### src/rtl/stream_min_max.sv
// Streaming min/max reduction over valid/ready packets, signed or unsigned order, with first-occurrence indices.
// Optional running sum output enabled by defining STREAM_MIN_MAX_SUM_EN.
module stream_min_max #(
    parameter int WIDTH = 32,
    parameter int CNT_W = 16
) (
    input  logic                   clk,
    input  logic                   rstn,
    input  logic                   in_valid,
    output logic                   in_ready,
    input  logic [WIDTH-1:0]       in_data,
    input  logic                   in_last,
    input  logic                   sgn_mode,
    output logic                   res_valid,
    input  logic                   res_ready,
    output logic [WIDTH-1:0]       res_min,
    output logic [WIDTH-1:0]       res_max,
    output logic [CNT_W-1:0]       res_min_idx,
    output logic [CNT_W-1:0]       res_max_idx,
    output logic [CNT_W-1:0]       res_count,
    output logic                   res_signed,
`ifdef STREAM_MIN_MAX_SUM_EN
    output logic [WIDTH+CNT_W-1:0] res_sum,
`endif
    output logic                   busy
);

    typedef enum logic [1:0] {IDLE, RUN, DONE} state_t;

    state_t           state_q, state_d;
    logic [WIDTH-1:0] min_q, min_d, max_q, max_d;
    logic [CNT_W-1:0] min_idx_q, min_idx_d, max_idx_q, max_idx_d;
    logic [CNT_W-1:0] count_q, count_d;
    logic             sgn_q, sgn_d;
    logic             accept;

    // Sign bits differing decide signed order outright; no subtraction, so no overflow artefacts.
    function automatic logic less_than(input logic [WIDTH-1:0] a, input logic [WIDTH-1:0] b,
                                       input logic sgn);
        if (sgn && (a[WIDTH-1] != b[WIDTH-1]))
            return a[WIDTH-1];
        return a < b;
    endfunction

`ifdef STREAM_MIN_MAX_SUM_EN
    logic [WIDTH+CNT_W-1:0] sum_q, sum_d;

    function automatic logic [WIDTH+CNT_W-1:0] extend(input logic [WIDTH-1:0] d, input logic sgn);
        return {{CNT_W{sgn & d[WIDTH-1]}}, d};
    endfunction
`endif

    assign accept = in_valid && in_ready;

    always_comb begin
        state_d   = state_q;
        min_d     = min_q;
        max_d     = max_q;
        min_idx_d = min_idx_q;
        max_idx_d = max_idx_q;
        count_d   = count_q;
        sgn_d     = sgn_q;
`ifdef STREAM_MIN_MAX_SUM_EN
        sum_d     = sum_q;
`endif
        case (state_q)
            IDLE: begin
                if (accept) begin
                    min_d     = in_data;
                    max_d     = in_data;
                    min_idx_d = '0;
                    max_idx_d = '0;
                    count_d   = CNT_W'(1);
                    sgn_d     = sgn_mode;
`ifdef STREAM_MIN_MAX_SUM_EN
                    sum_d     = extend(in_data, sgn_mode);
`endif
                    state_d   = in_last ? DONE : RUN;
                end
            end
            RUN: begin
                if (accept) begin
                    // count_q is the index of this beat; it sticks at all-ones once saturated.
                    if (less_than(in_data, min_q, sgn_q)) begin
                        min_d     = in_data;
                        min_idx_d = count_q;
                    end
                    if (less_than(max_q, in_data, sgn_q)) begin
                        max_d     = in_data;
                        max_idx_d = count_q;
                    end
                    count_d = (&count_q) ? count_q : count_q + CNT_W'(1);
`ifdef STREAM_MIN_MAX_SUM_EN
                    sum_d   = sum_q + extend(in_data, sgn_q);
`endif
                    if (in_last)
                        state_d = DONE;
                end
            end
            DONE: begin
                if (res_ready)
                    state_d = IDLE;
            end
            default: state_d = IDLE;
        endcase
    end

    always_ff @(posedge clk or negedge rstn) begin
        if (!rstn) begin
            state_q   <= IDLE;
            min_q     <= '0;
            max_q     <= '0;
            min_idx_q <= '0;
            max_idx_q <= '0;
            count_q   <= '0;
            sgn_q     <= 1'b0;
`ifdef STREAM_MIN_MAX_SUM_EN
            sum_q     <= '0;
`endif
        end else begin
            state_q   <= state_d;
            min_q     <= min_d;
            max_q     <= max_d;
            min_idx_q <= min_idx_d;
            max_idx_q <= max_idx_d;
            count_q   <= count_d;
            sgn_q     <= sgn_d;
`ifdef STREAM_MIN_MAX_SUM_EN
            sum_q     <= sum_d;
`endif
        end
    end

    assign in_ready    = (state_q != DONE);
    assign res_valid   = (state_q == DONE);
    assign busy        = (state_q != IDLE);
    assign res_min     = min_q;
    assign res_max     = max_q;
    assign res_min_idx = min_idx_q;
    assign res_max_idx = max_idx_q;
    assign res_count   = count_q;
    assign res_signed  = sgn_q;
`ifdef STREAM_MIN_MAX_SUM_EN
    assign res_sum     = sum_q;
`endif

endmodule

### config.mk
export PLATFORM = sky130hd
export DESIGN_NAME = stream_min_max
export DESIGN_NICKNAME = d
export VERILOG_FILES = /design/src/rtl/stream_min_max.sv
export SDC_FILE = /design/constraint.sdc
export NUM_CORES = 1
export LEC_CHECK = 0
export CORE_UTILIZATION = 51
export CTS_BUF_LIST = sky130_fd_sc_hd__clkbuf_8
export DETAILED_ROUTE_END_ITERATION = 12
export MAX_ROUTING_LAYER = met4
export PLACE_DENSITY = 0.82
export SYNTH_ARGS = -nofsm -noshare
export SYNTH_HDL_FRONTEND = slang
export SYNTH_SLANG_ARGS = --single-unit
### constraint.sdc
create_clock -name clk -period 3.1 [get_ports clk]
set_input_delay 0.62 -clock clk [delete_from_list [all_inputs] [get_ports clk]]
set_output_delay 0.62 -clock clk [all_outputs]
set_load 0.005 [all_outputs]
### Yosys cells after proc, flatten, opt, wreduce, memory -nomap -nowiden

Cells that the tools add are included.

| word-level totals | value |
|---|---|
| register bits | 115 |
| latch bits | 0 |
| RAM bits | 0 |
| memory bits (read-only) | 0 |
| bits of input ports | 38 |
| output and inout bits | 116 |
| logic and storage cells | 72 |
| memories kept | 0 |

| operators by class | value |
|---|---|
| add/sub/neg operators | 1 |
| $mul | 0 |
| divide/modulo/power cells | 0 |
| order comparisons | 2 |
| equal/unequal tests | 12 |
| shifts and indexed selects | 0 |
| muxes and demuxes | 38 |
| bitwise operators | 0 |
| reduce and logical (&&, ||, !) cells | 12 |

Operators with widths:

| operator | number |
|---|---|
| 2-to-1 mux 32 bit | 5 |
| 2-to-1 mux 16 bit | 8 |
| case mux 32 bit (2 select lines) | 2 |
| case mux 16 bit (2 select lines) | 3 |
| less-than comparator 32 bit | 2 |
| adder 16 x 1 -> 16 bit, second input constant | 1 |
| AND reduction 16 bit | 1 |
| AND reduction 4 bit | 4 |
| 2-to-1 mux 1 bit | 14 |
| != test 2 bit, second input constant | 7 |
| 2-to-1 mux 2 bit | 5 |
| case mux 2 bit (3 select lines) | 1 |
| nonzero test 2 bit | 2 |
| logical AND 1 bit | 3 |
| == test 2 x 1 -> 1 bit, second input constant | 1 |
| == test 2 bit, second input constant | 1 |
| logical NOT 2 bit | 1 |
| != test 1 bit | 2 |
| != test 2 x 1 -> 1 bit, second input constant | 1 |
| AND reduction 2 bit | 1 |

### Longest topological paths before layout

Gate-level depths: netlist (run 1).

| depth | value |
|---|---|
| depth after elaboration | 11 |
| gate-level depth with buffers | 10 |
| depth with buffers taken out | 8 |

### Worst setup path before layout (run 1)

No wires, ideal clock.

| timing | value |
|---|---|
| path kind | input-to-reg |
| start | in in_data[13] |
| end | reg max_q[26], in the netlist res_max[26] |
| setup time | 125 ps |
| arrival time | 2515 ps |
| required time | 2975 ps |
| path slack | 459 ps |
| stages | 10 |
| buffers on the path | 2 |
| path through | inv_1 > ha_1 > a21o_1 > a21o_1 > a221o_1 > a31oi_1 > o2111ai_1 > buf_2 > buf_6 > mux2_4 |

| on the way | value |
|---|---|
| longest elaborated chain between the ends | 6 |

Ends and longest elaborated chain:

| item | RTL line | source |
|---|---|---|
| from (decl) | 11 | `input logic [WIDTH-1:0] in_data,` |
| less-than comparator 32 bit | 42 | `return a < b;` |
| 2-to-1 mux 1 bit | 42 |  |
| 2-to-1 mux 1 bit | 82 | `if (accept) begin` |
| 2-to-1 mux 1 bit | 66 | `case (state_q)` |
| != test 2 bit (no line) | -- |  |
| AND reduction 4 bit (no line) | -- |  |
| to (signal assigned) | 123 | `max_q <= max_d;` |
| to (decl) | 31 | `logic [WIDTH-1:0] min_q, min_d, max_q, max_d;` |

No other way between the ends. The select of a mux whose other input is x is not followed.
A chain may end at the register's enable or synchronous reset.

### Final worst setup path (run 1)

| timing | value |
|---|---|
| start | in in_data[13] |
| end | reg max_idx_q[3], in the netlist res_max_idx[3] |

| on the way | value |
|---|---|
| longest elaborated chain between the ends | 6 |

Ends and longest elaborated chain:

| item | RTL line | source |
|---|---|---|
| less-than comparator 32 bit | 42 |  |
| 2-to-1 mux 1 bit | 42 |  |
| 2-to-1 mux 1 bit | 82 |  |
| 2-to-1 mux 1 bit | 66 |  |
| != test 2 bit (no line) | -- |  |
| AND reduction 4 bit (no line) | -- |  |
| to (signal assigned) | 125 | `max_idx_q <= max_idx_d;` |
| to (decl) | 32 | `logic [CNT_W-1:0] min_idx_q, min_idx_d, max_idx_q, max_idx_d;` |

No other way between the ends. The select of a mux whose other input is x is not followed.

==> results of run 1 <==
path summary, 6_finish.rpt:
kind | startpoint | endpoint | cells past startpoint | slack (ps)
worst min register to register | res_min_idx[1] | res_min_idx[1] | 1 | 490
worst min-delay path | rstn | res_min[4] | 1 | 70
max in group asynchronous | rstn | res_min[21] | 2 | 2220
worst max register to register | res_max[13] | res_max_idx[3] | 9 | 510
min in group clk | res_min_idx[1] | res_min_idx[1] | 1 | 490
worst max-delay path | in_data[13] | res_max_idx[3] | 11 | 190
worst max-delay path, stage by stage:
cell             delay [ps]
clkdlybuf4s50_1         470
inv_1                    60
ha_1                    310
a21o_1                  160
a21o_1                  170
a221o_1                 340
a31oi_1                 210
buf_4                   160
o2111ai_4               140
buf_4                   250
mux2_4                  320
metrics by stage:
stage	utilization, %	area [µm²]
floorplan	-	6250
global placement	68.8	8230
finish	71.9	8610
detailed placement	68.8	8230
CTS	71.9	8610
global route	71.9	8610
layer usage:
| metal | share of wire (%) | up-vias | global-route usage, % | wire (µm) |
|---|---|---|---|---|
| met5 | 0 | - | - | 0 |
| met2 | 51 | 115 | 46.2 | 7910 |
| li1 | - | 2307 | - | - |
| met4 | 3.5 | 0 | 13.7 | 541 |
| met1 | 42 | 2370 | 31.1 | 6570 |
| met3 | 3.6 | 39 | 5.35 | 560 |
layout by cell type (no fill, tap or decap), types with 9 or more instances in the layout:
master and n:
clkdlybuf4s50_1 152, dfrtp_1 115, inv_1 68, ha_1 63
buf_4 36, mux2_1 35, mux2i_1 32, nand2_1 27
a21oi_1 25, nor2_1 21, mux2_2 21, clkbuf_8 19
and2_1 17, o21ai_0 13, nand3_1 12, mux2_4 10
clkinv_2 9
final cells by class:
cell class,count,area [µm²]
repair buffers,192,1870
clock buffers,19,262
clock inverters,13,116
multi-input cells,354,3040
inverters,67,251
fillers,868,3360
flip-flops and latches,115,2880
well taps,147,184
state kept, by name (all words and copies together) (netlist names):
name         count
state_q          2
res_min_idx     16
res_signed       1
res_max_idx     16
res_count       16
res_max         32
res_min         32
timing repair:
item / CTS / global route
setup endpoints to repair: 0 / 2
resized for setup: 0 / 1
hold buffers: 0 / 0
hold endpoints to repair: 0 / 0
power by group:
group	total (mW)	internal (mW)	switching (mW)
logic	2.28	1.30	0.981
registers	2.08	1.82	0.258
clock network	1.35	0.738	0.613
total	5.71	3.86	1.85
kinds of logic (layout without fill, tap and decap cells):
kind of cell / Yosys count / in the layout / synth area share, %
AND/OR/NAND/NOR: 113 / 113 / 9.27
multiplexers: 98 / 98 / 17.6
AO/OA/AOI/OAI: 69 / 69 / 7.25
buffers and inverters: 81 / 291 / 5.63
flip-flops: 115 / 115 / 46.1
XOR/XNOR: 11 / 11 / 1.54
adder cells (fa/ha/maj): 63 / 63 / 12.6
==> results by stage, run 1 <==
Die:
- Once the floorplan was initialized, standard cells occupied a little over half of the core.
- The die is about 110 µm tall.
- The area of the core is roughly 0.012 mm².
- The die covers approximately 0.013 mm².
- The count of boundary I/O pins is about 150.
- The floorplan row count is 40.
- The overall die width is between 100 and 150 µm.

STA:
- The final worst hold slack is around 70 ps.
- The post-route clock skew is roughly 6.4 ps.
- The worst-margin pin slew is between 500 and 600 ps.
- The final worst-path cycle share is ~94%.
- Setup violations remaining at the end of the flow were counted as 0.
- Setup repair after global routing left no endpoint under its margin.
- The worst path needs ~2900 ps of the cycle, external delays included.
- The number of pins exceeding their max-slew limit in the final report was 0.
- Summed over all failing endpoints, the final setup total negative slack is 0 ps.
- The final number of hold-violating endpoints is 0.
- In the post-route analysis, the smallest setup slack over all paths is 195 ps.
- In this run the tightest slew margin relative to its limit is a little over three fifths.
- The maximum clock frequency is between 300 and 400 MHz.

Clock tree:
- The clock tree from TritonCTS is done.
- The later pin in the worst-skew pair is clocked with a latency of 450 ps.
- After clock tree synthesis, the clock-pin slew on the worst setup and hold paths is roughly 70 ps.
- In this run the deepest clock path goes through 2 buffers.
- In this run the post-CTS setup repair buffer count came out at 0.
- The H-tree depth is 4.
- In this run, CTS created clock tree buffers numbering 17.
- The number of sinks handled by clock tree synthesis is 115.
- The master cell of the clock root buffer is clkbuf_8.

Route:
- For this block, the initial DRC count from the detailed router was 150.
- The routed via count is between 4000 and 5000.
- After detailed routing, the total wire length is between 15000 and 20000 µm.
- In the routed design, unresolved DRC markers number 0.
- The average wire per cell in the routed design is around 17 µm.
- Before antenna repair, the detailed router went through 4 iterations.
- Dividing the detail-routed via count by the number of cells gives about 5.3.
- The number of antenna-violating nets in the routed design is 0.

Pwr:
- Power spread over the standard cell area amounts to approximately 660 mW/mm².
- The peak ir drop on the vdd network is between 0.0003 and 0.0004 V.
- The static leakage is about 4.2 nW.
- The sum of internal, switching and leakage power is around 5.7 mW.

Job:
- Across the run, the number of max-cap violations was 0.

Critical path:
- Along the worst path, the maximum fanout reaches 11.
- Data on the critical path arrives at its endpoint at around 3200 ps.
- The worst setup path is of the input pin to flip-flop kind.
- STA puts the critical path data required time at between 3000 and 4000 ps.
- STA classifies the critical path startpoint as an input pin.
- The kind of end point of the critical path is a flip-flop.

GRT:
- The total congestion overflow is 0.
- Entering global routing, the biggest net connects 56 pins.
- The initial antenna violation count is 0.
- The wire length of the first global-routing pass is between 20000 and 30000 µm.
- The all-layer global routing usage is approximately 27%.
- The via count of the first global-routing pass is about 5300.

Yosys:
- Ranked by total cell area, the synthesized netlist is headed by dfrtp_1 46%, ha_1 13%, mux2_1 6.3%, mux2i_1 5.1%, inv_1 4.0%.
- The count of flip-flops with a built-in enable after synthesis is 0.
- After synthesis, the netlist uses 50 different library cells.
- The per-instance average area after synthesis is around 11 µm².
- The flip-flop and latch count after synthesis is 115.
- After technology mapping, the gate count stands at 550.
- For this run, the leading register cell type out of synthesis is dfrtp_1.
- Among all cell types in the netlist, the one instantiated most often is dfrtp_1.
- The mapped netlist covers 0.00625 mm².
- The fraction of post-synthesis cell area in the top cell type by area is between 40% and 50%.
- The count of synthesis-stage warnings from yosys is 0.
- The sequential-to-total area share from yosys stat is between 40% and 50%.
- The share of synthesized registers carrying an async set or reset is 100%.
- dfrtp_1 takes more of the synthesized area than any other cell.
- The number of nets handed over by synthesis was between 600 and 700.
- The commonest cells after synthesis are 115 x dfrtp_1, 67 x inv_1, 63 x ha_1.

Place:
- Prior to clock tree synthesis, the placed netlist has a worst setup slack of -280 ps.
- The placer's final routability congestion estimate is roughly 0.9.
- Once placement completed, the tool counted placed cells totaling about 880.
- The total half-perimeter wirelength after legalization and detailed placement is about 12000 µm.
- The number of I/O port buffers is about 150.

Finish:
- The layout net count is around 850.
- Compared with the post-synthesis result, the final layout area differs by 37.8%.
- The post-route netlist has 14.3% of its cells at a drive strength greater than 1.
- The count of inserted antenna diode cells is 0.
- The final cell count without fillers is between 900 and 1000.

Hold path:
- The min-delay analysis places its worst path in the category input pin to async pin.

Status:
- The flow ran to the end, and the final reports show no timing, DRC or antenna violations.
Note: power is estimated with default switching activity, not from simulation.
==> inputs of run 2 (changes only) <==
CORE_MARGIN = 5   (was unset)
CORE_UTILIZATION = 35   (was 51)
PLACE_DENSITY = unset   (was 0.82)
==> run 2 against run 1 <==
Effect of this change:
- sequential share of layout area is 0.51 points lower
- sequential power is essentially flat
- first-iteration DRC count fell by 13%
- wire length is 6.5% higher
- final cell count rose by 9.4%
- non-clock buffer count increased by 10
- worst setup slack got worse by 38 ps
- clock-buffer cell count up 3
- hold slack gained 130 ps
- die area rose by 62%
- register-to-register slack worse by 20 ps
- total power down 1.8%
- critical path type unchanged
- critical endpoint is now res_max_idx[5]
- largest cell class unchanged
==> results by stage, run 2 (synthesis results as in run 1) <==
Status:
- Result of the run: finished, final reports clean (unchanged).

Job:
- The total of max-cap violations is 0 (unchanged).

Die:
- The overall die width is 144 µm (was 113 µm).
- The die footprint came to 0.0206 mm² (was 0.0127 mm²).
- The effective utilization at floorplan is 35.9% (was 52.2%).
- The count of boundary I/O pins was 154 (unchanged).
- The die boundary height came to 144 µm (was 113 µm).
- The area of the core is 0.0174 mm² (was 0.0120 mm²).
- The floorplan row count is 48 (was 40).

Clock tree:
- The master cell of the clock root buffer is clkbuf_8 (unchanged).
- The H-tree depth came to 4 (unchanged).
- The post-CTS resize count is 0 (unchanged).
- The number of buffers inserted during clock tree synthesis was 17 (unchanged).
- The number of sinks handled by clock tree synthesis was 115 (unchanged).
- The count of hold buffers inserted by post-cts repair is 0 (unchanged).
- The worst-skew pair later-pin latency came to 430 ps (was 450 ps).
- The number of post-CTS setup repair buffers is 0 (unchanged).
- The clock transition at the register clock pins on the worst setup and hold paths after CTS is 60 ps (was 70 ps).
- The clock tree from TritonCTS is done (unchanged).
- The deepest clock path buffer count is 2 (unchanged).

Place:
- The number of I/O port buffers is 153 (unchanged).
- The instance count after placement with tap cells included is 963 (was 875).
- The setup slack at placement was -341 ps (was -280 ps).
- The total half-perimeter wirelength after legalization and detailed placement is 12900 µm (was 11600 µm).
- The area after detailed placement was 0.00840 mm² (was 0.00823 mm²).
- The placer's final routability congestion estimate is 0.879 (was 0.901).

GRT:
- The via count of the first global-routing pass is 5207 (was 5285).
- The all-layer global routing usage is 17.2% (was 27.4%).
- The initial antenna violation count is 0 (unchanged).
- The wire length of the first global-routing pass came to 26800 µm (was 25900 µm).
- The largest net degree at the start of global routing is 48 (was 56).
- The total congestion overflow came to 0 (unchanged).

Pwr:
- The sum of internal, switching and leakage power was 5.61 mW (was 5.71 mW).
- The power per unit of standard cell area is 642 mW/mm² (was 664 mW/mm²).
- The peak ir drop on the vdd network is 0.000267 V (was 0.000390 V).
- The net switching fraction of the power is 32.6% (was 32.4%).
- The static leakage came to 4.27 nW (was 4.24 nW).
- The clock network power share came to 21.9% (was 23.6%).
- The internal power is 3.78 mW (was 3.86 mW).
- The combinational share of power is 41.2% (was 40.0%).
- The power dissipated by switching net loads is 1.83 mW (was 1.85 mW).
- The portion of total power attributed to sequential cells is 37.0% (was 36.4%).

Route:
- The detailed-route wire length is 16600 µm (was 15600 µm).
- The routed via count is 4752 (was 4831).
- The number of detailed-routing iterations run before antenna repair is 4 (unchanged).
- The average wire per cell in the routed design is 16.7 µm (was 17.2 µm).
- The post-detailed-route DRC marker count is 0 (unchanged).
- The number of DRC markers in iteration 0 is 130 (was 150).
- The post-detailed-route via-to-cell ratio is 4.79 (was 5.33).
- The number of antenna-violating nets in the routed design was 0 (unchanged).

Hold path:
- The worst hold-check path type is input pin to async pin (unchanged).

STA:
- The maximum clock frequency was 340 MHz (was 344 MHz).
- The worst-margin pin slew came to 620 ps (was 553 ps).
- RSZ-0062 raised after global routing: no (unchanged).
- The number of pins exceeding their max-slew limit in the final report is 0 (unchanged).
- The normalized max-slew margin came to 58.6% (was 63.2%).
- The worst setup margin is 156 ps (was 195 ps).
- The final worst-path cycle share came to 95.0% (was 93.7%).
- The post-route clock skew is 12.2 ps (was 6.43 ps).
- The final number of hold-violating endpoints came to 0 (unchanged).
- The shortest clock period the worst path allows after layout is 2940 ps (was 2910 ps).
- The number of setup violations in the final report was 0 (unchanged).

Critical path:
- The maximum net fanout on the critical path is 10 (was 11).
- The cell type group with the largest total delay on the critical path is compound AO/OA/AOI/OAI gates (unchanged).
- The required time of the critical path is 3410 ps (was 3430 ps).
- The arrival time reported for the critical path endpoint is 3250 ps (was 3230 ps).
- The startpoint of the most critical register-to-register path is res_max[13] (unchanged).
- The cell count of the worst reg-to-reg path is 9 (unchanged).
- The library cell contributing the largest single delay on the critical path was clkdlybuf4s50_1 (unchanged).
- The endpoint of the worst register-to-register path was res_max_idx[5] (was res_max_idx[3]).
- The kind of end point of the critical path is a flip-flop (unchanged).
- The delay of the slowest cell on the worst path is 480 ps (was 470 ps).
- The critical path start-end classification is input pin to flip-flop (unchanged).
- The number of buffer and inverter instances along the worst setup path is 4 (unchanged).
- The reg2reg setup slack is 490 ps (was 510 ps).
- Ordered cell list for the critical path: clkdlybuf4s50_1, inv_1, ha_1, a21o_1, a21o_1, a221o_1, a31oi_1, buf_4, o2111ai_4, buf_4, mux2_1 (was clkdlybuf4s50_1, inv_1, ha_1, a21o_1, a21o_1, a221o_1, a31oi_1, buf_4, o2111ai_4, buf_4, mux2_4).
- The type of origin of the critical path is an input pin (unchanged).

Finish:
- The final cell count without fillers is 992 (was 907).
- The commonest non-fill, non-tap cell in the layout is clkdlybuf4s50_1 (unchanged).
- The total of fill cells in the finished design is 1590 (was 868).
- The count of inserted antenna diode cells is 0 (unchanged).
- The core utilization of the finished layout is 50.2% (was 71.9%).
- The total non-filler cell area in the finished layout came to 0.00874 mm² (was 0.00861 mm²).
- The share of cells above drive strength 1 was 15.0% (was 14.3%).
- The layout net count is 858 (was 848).
- Top library cells by usage in the layout, fill and taps aside: 152 x clkdlybuf4s50_1, 115 x dfrtp_1, 69 x inv_1 (was 152 x clkdlybuf4s50_1, 115 x dfrtp_1, 68 x inv_1).
- The synthesis-to-finish area growth is 39.9% (was 37.8%).
-- run 2: cell types whose count changed in the layout (fill, tap and decap cells not counted), sizes merged --
cell	before	now
buf	40	50
inv	68	69
bufinv	2	0
clkbuf	19	22
clkinv	9	4
-- run 2: final cells by class --
| type | count | area [µm²] | share of cell area [%] |
|---|---|---|---|
| repair buffers | 202 | 1950 | 22.3 |
| well taps | 225 | 282 | 3.22 |
| flip-flops and latches | 115 | 2880 | 32.9 |
| clock buffers | 22 | 303 | 3.47 |
| clock inverters | 7 | 35.0 | 0.401 |
| multi-input cells | 354 | 3040 | 34.8 |
| inverters | 67 | 251 | 2.88 |
-- run 2: worst max path at each step --
stage / startpoint / to / slack (ps) / cells past startpoint
2_1_floorplan: in_data[13] / res_max[26] / 460 / 10
4_1_cts: in_data[13] / res_max_idx[5] / 140 / 11
5_1_grt: in_data[13] / res_min[29] / 80 / 12
3_5_place_dp: in_data[13] / res_max_idx[5] / -340 / 11
6_report: in_data[13] / res_max_idx[5] / 160 / 11
3_3_place_gp: in_data[13] / res_max_idx[5] / -310 / 11
-- run 2: power groups by stage --
| stage | combinational [mW] | sequential, mW | clock, mW |
|---|---|---|---|
| after global placement | 2.31 | 2.10 | 0 |
| after CTS | 2.35 | 2.08 | 1.28 |
| final | 2.31 | 2.08 | 1.23 |
| after global routing | 2.56 | 2.12 | 1.35 |
| after detailed placement | 2.34 | 2.11 | 0 |
| after floorplan | 1.10 | 2.07 | 0 |
-- run 2: worst register-to-register path, cell delays in order, from the launching register on --
cell,delay [ps]
dfrtp_1,400
ha_1,300
a21o_1,160
a21o_1,170
a221o_1,340
a31oi_1,210
buf_4,160
o2111ai_4,150
buf_4,260
mux2_1,330
-- run 2: layer usage --
metal / wire (µm) / GRT usage (%) / share of wire, %
met1: 7250 / 20.9 / 44
met4: 289 / 5.35 / 1.7
met3: 708 / 4.16 / 4.3
met2: 8340 / 28.5 / 50
met5: 0 / - / 0
-- run 2: stage by stage --
stage | hold WS (ps) | TNS [ps]
final | 198 | 0
after detailed placement | 474 | -24890
after floorplan | 324 | 0
after CTS | 208 | 0
after global routing | 220 | 0
after global placement | 471 | -23320
==> inputs of run 3 (changes only) <==
CORE_MARGIN = 1.5   (was 5)
==> run 3 against run 2 <==
Effect of this change:
- hold slack got worse by 4.4 ps
- non-clock buffer count fell by 1
- first-iteration DRC count rose by 61%
- clock power rose by 24%
- sequential share of layout area fell by 0.49 points
- register-to-register slack barely moved
- final area rose by 1.5%
- clock skew barely moved
- worst setup slack improved by 38 ps
- sequential power barely moved
- wire length fell by 2.4%
==> results by stage, run 3 (synthesis results as in run 1) <==
Pwr:
- The peak ir drop on the vdd network is 0.000415 V (was 0.000267 V).
- The static leakage came to 4.30 nW (was 4.27 nW).
- The power per unit of standard cell area is 668 mW/mm² (was 642 mW/mm²).
- The sum of internal, switching and leakage power is 5.93 mW (was 5.61 mW).
- The internal power was 4.04 mW (was 3.78 mW).
- The portion of total power attributed to sequential cells is 35.2% (was 37.0%).
- The combinational share of power came to 39.1% (was 41.2%).
- The net switching fraction of the power is 31.8% (was 32.6%).
- The power dissipated by switching net loads is 1.89 mW (was 1.83 mW).
- The clock network power share is 25.8% (was 21.9%).

STA:
- The normalized max-slew margin is 58.8% (was 58.6%).
- The worst-margin pin slew is 618 ps (was 620 ps).
- The shortest clock period the worst path allows after layout is 2910 ps (was 2940 ps).
- The maximum clock frequency came to 344 MHz (was 340 MHz).
- The summed negative setup slack over all endpoints is 0 ps (unchanged).
- The post-route clock skew came to 12.6 ps (was 12.2 ps).
- The final worst-path cycle share is 93.7% (was 95.0%).
- The final number of hold-violating endpoints is 0 (unchanged).
- The number of setup violations in the final report is 0 (unchanged).
- The number of pins exceeding their max-slew limit in the final report is 0 (unchanged).
- RSZ-0062 raised after global routing: no (unchanged).

Finish:
- The synthesis-to-finish area growth is 42.0% (was 39.9%).
- The total non-filler cell area in the finished layout is 0.00887 mm² (was 0.00874 mm²).
- The count of inserted antenna diode cells is 0 (unchanged).
- The layout net count is 857 (was 858).
- Top library cells by usage in the layout, fill and taps aside: 152 x clkdlybuf4s50_1, 115 x dfrtp_1, 67 x inv_1 (was 152 x clkdlybuf4s50_1, 115 x dfrtp_1, 69 x inv_1).
- The share of cells above drive strength 1 was 15.5% (was 15.0%).
- The core utilization of the finished layout was 51.1% (was 50.2%).
- The commonest non-fill, non-tap cell in the layout was clkdlybuf4s50_1 (unchanged).

Route:
- The detailed-route wire length came to 16200 µm (was 16600 µm).
- The number of DRC markers in iteration 0 was 209 (was 130).
- The post-detailed-route DRC marker count is 0 (unchanged).
- The number of antenna-violating nets in the routed design is 0 (unchanged).
- The post-detailed-route via-to-cell ratio is 4.86 (was 4.79).
- The average wire per cell in the routed design was 16.3 µm (was 16.7 µm).
- The routed via count came to 4834 (was 4752).
- The number of detailed-routing iterations run before antenna repair came to 4 (unchanged).

Clock tree:
- The worst-skew pair later-pin latency is 440 ps (was 430 ps).
- The master cell of the clock root buffer was clkbuf_8 (unchanged).
- The post-CTS resize count is 0 (unchanged).
- The count of hold buffers inserted by post-cts repair is 0 (unchanged).
- The clock transition at the register clock pins on the worst setup and hold paths after CTS is 80 ps (was 60 ps).
- The number of sinks handled by clock tree synthesis came to 115 (unchanged).
- The H-tree depth is 4 (unchanged).
- The clock tree from TritonCTS is done (unchanged).
- The deepest clock path buffer count is 2 (unchanged).
- The number of post-CTS setup repair buffers came to 0 (unchanged).
- The number of buffers inserted during clock tree synthesis is 17 (unchanged).

Hold path:
- The worst hold-check path type is input pin to async pin (unchanged).

Place:
- The area after detailed placement came to 0.00843 mm² (was 0.00840 mm²).
- The total half-perimeter wirelength after legalization and detailed placement was 12200 µm (was 12900 µm).
- The placer's final routability congestion estimate came to 0.832 (was 0.879).
- The number of I/O port buffers was 153 (unchanged).

Die:
- The overall die width is 137 µm (was 144 µm).
- The area of the core is 0.0174 mm² (about the same).
- The die footprint came to 0.0187 mm² (was 0.0206 mm²).
- The die boundary height is 137 µm (was 144 µm).
- The count of boundary I/O pins is 154 (unchanged).
- The floorplan row count is 48 (unchanged).
- The effective utilization at floorplan is 36.0% (was 35.9%).

Critical path:
- The kind of end point of the critical path is a flip-flop (unchanged).
- The type of origin of the critical path is an input pin (unchanged).
- The library cell contributing the largest single delay on the critical path is clkdlybuf4s50_1 (unchanged).
- The number of buffer and inverter instances along the worst setup path was 4 (unchanged).
- The required time of the critical path is 3430 ps (was 3410 ps).
- The critical path start-end classification is input pin to flip-flop (unchanged).
- The cell type group with the largest total delay on the critical path is compound AO/OA/AOI/OAI gates (unchanged).
- The delay of the slowest cell on the worst path was 480 ps (about the same).
- The maximum net fanout on the critical path is 25 (was 10).
- Ordered cell list for the critical path: clkdlybuf4s50_1, inv_1, ha_1, a211o_1, a21oi_1, o21ai_0, a31oi_1, buf_4, o2111ai_4, buf_12, mux2_1 (was clkdlybuf4s50_1, inv_1, ha_1, a21o_1, a21o_1, a221o_1, a31oi_1, buf_4, o2111ai_4, buf_4, mux2_1).
- The arrival time reported for the critical path endpoint is 3230 ps (was 3250 ps).

Job:
- The total of max-cap violations was 0 (unchanged).

GRT:
- The largest net degree at the start of global routing is 48 (unchanged).
- The all-layer global routing usage is 18.9% (was 17.2%).
- The total congestion overflow was 0 (unchanged).
- The initial antenna violation count is 0 (unchanged).
- The wire length of the first global-routing pass is 26100 µm (was 26800 µm).
- The via count of the first global-routing pass is 5035 (was 5207).

Status:
- Result of the run: finished, final reports clean (unchanged).
==> run 3: changes by cell type in the layout (fill, tap and decap cells not counted), sizes merged <==
cell and delta:
buf -1, bufinv +3, clkbuf -1, clkinv -2
clkinvlp +4, inv -1
==> run 3: worst paths after layout <==
check / startpoint / endpoint / slack, ps / cells after the start
max: in_data[4] / res_max[1] / 190 / 11
min in group clk: res_min_idx[14] / res_min_idx[14] / 480 / 1
min: rstn / res_min[1] / 190 / 1
min reg2reg: res_min_idx[14] / res_min_idx[14] / 480 / 1
max reg2reg: res_min[23] / res_min[31] / 490 / 10
max in group asynchronous: rstn / res_min[27] / 2100 / 2
==> run 3: per-layer routing <==
layer	wire length, µm	track usage, %
met4	306	6.97
met5	0	-
met1	7160	23.3
met2	8030	30.1
met3	701	4.41
==> run 3: power groups by stage <==
| stage | logic, mW | clock network, mW | registers, mW |
|---|---|---|---|
| after floorplan | 1.10 | 0 | 2.07 |
| after global placement | 2.28 | 0 | 2.10 |
| after detailed placement | 2.32 | 0 | 2.12 |
| after CTS | 2.34 | 1.57 | 2.09 |
| after global routing | 2.55 | 1.64 | 2.13 |
| final | 2.32 | 1.53 | 2.08 |
==> run 3: cell type report <==
cell class | instances | area (µm²)
Timing Repair Buffer | 201 | 1980
Inverter | 67 | 251
Fill cell | 1564 | 8490
Multi-Input combinational cell | 354 | 3040
Clock inverter | 11 | 150
Clock buffer | 21 | 289
Tap cell | 225 | 282
Sequential cell | 115 | 2880
==> run 3: per-stage QoR <==
stage	cells	setup WS, ps	hold WS (ps)
3_5_place_dp	962	-261	474
6_report	994	194	194
5_1_grt	994	7.45	197
4_1_cts	994	197	176
2_1_floorplan	550	459	324
3_3_place_gp	962	-214	471
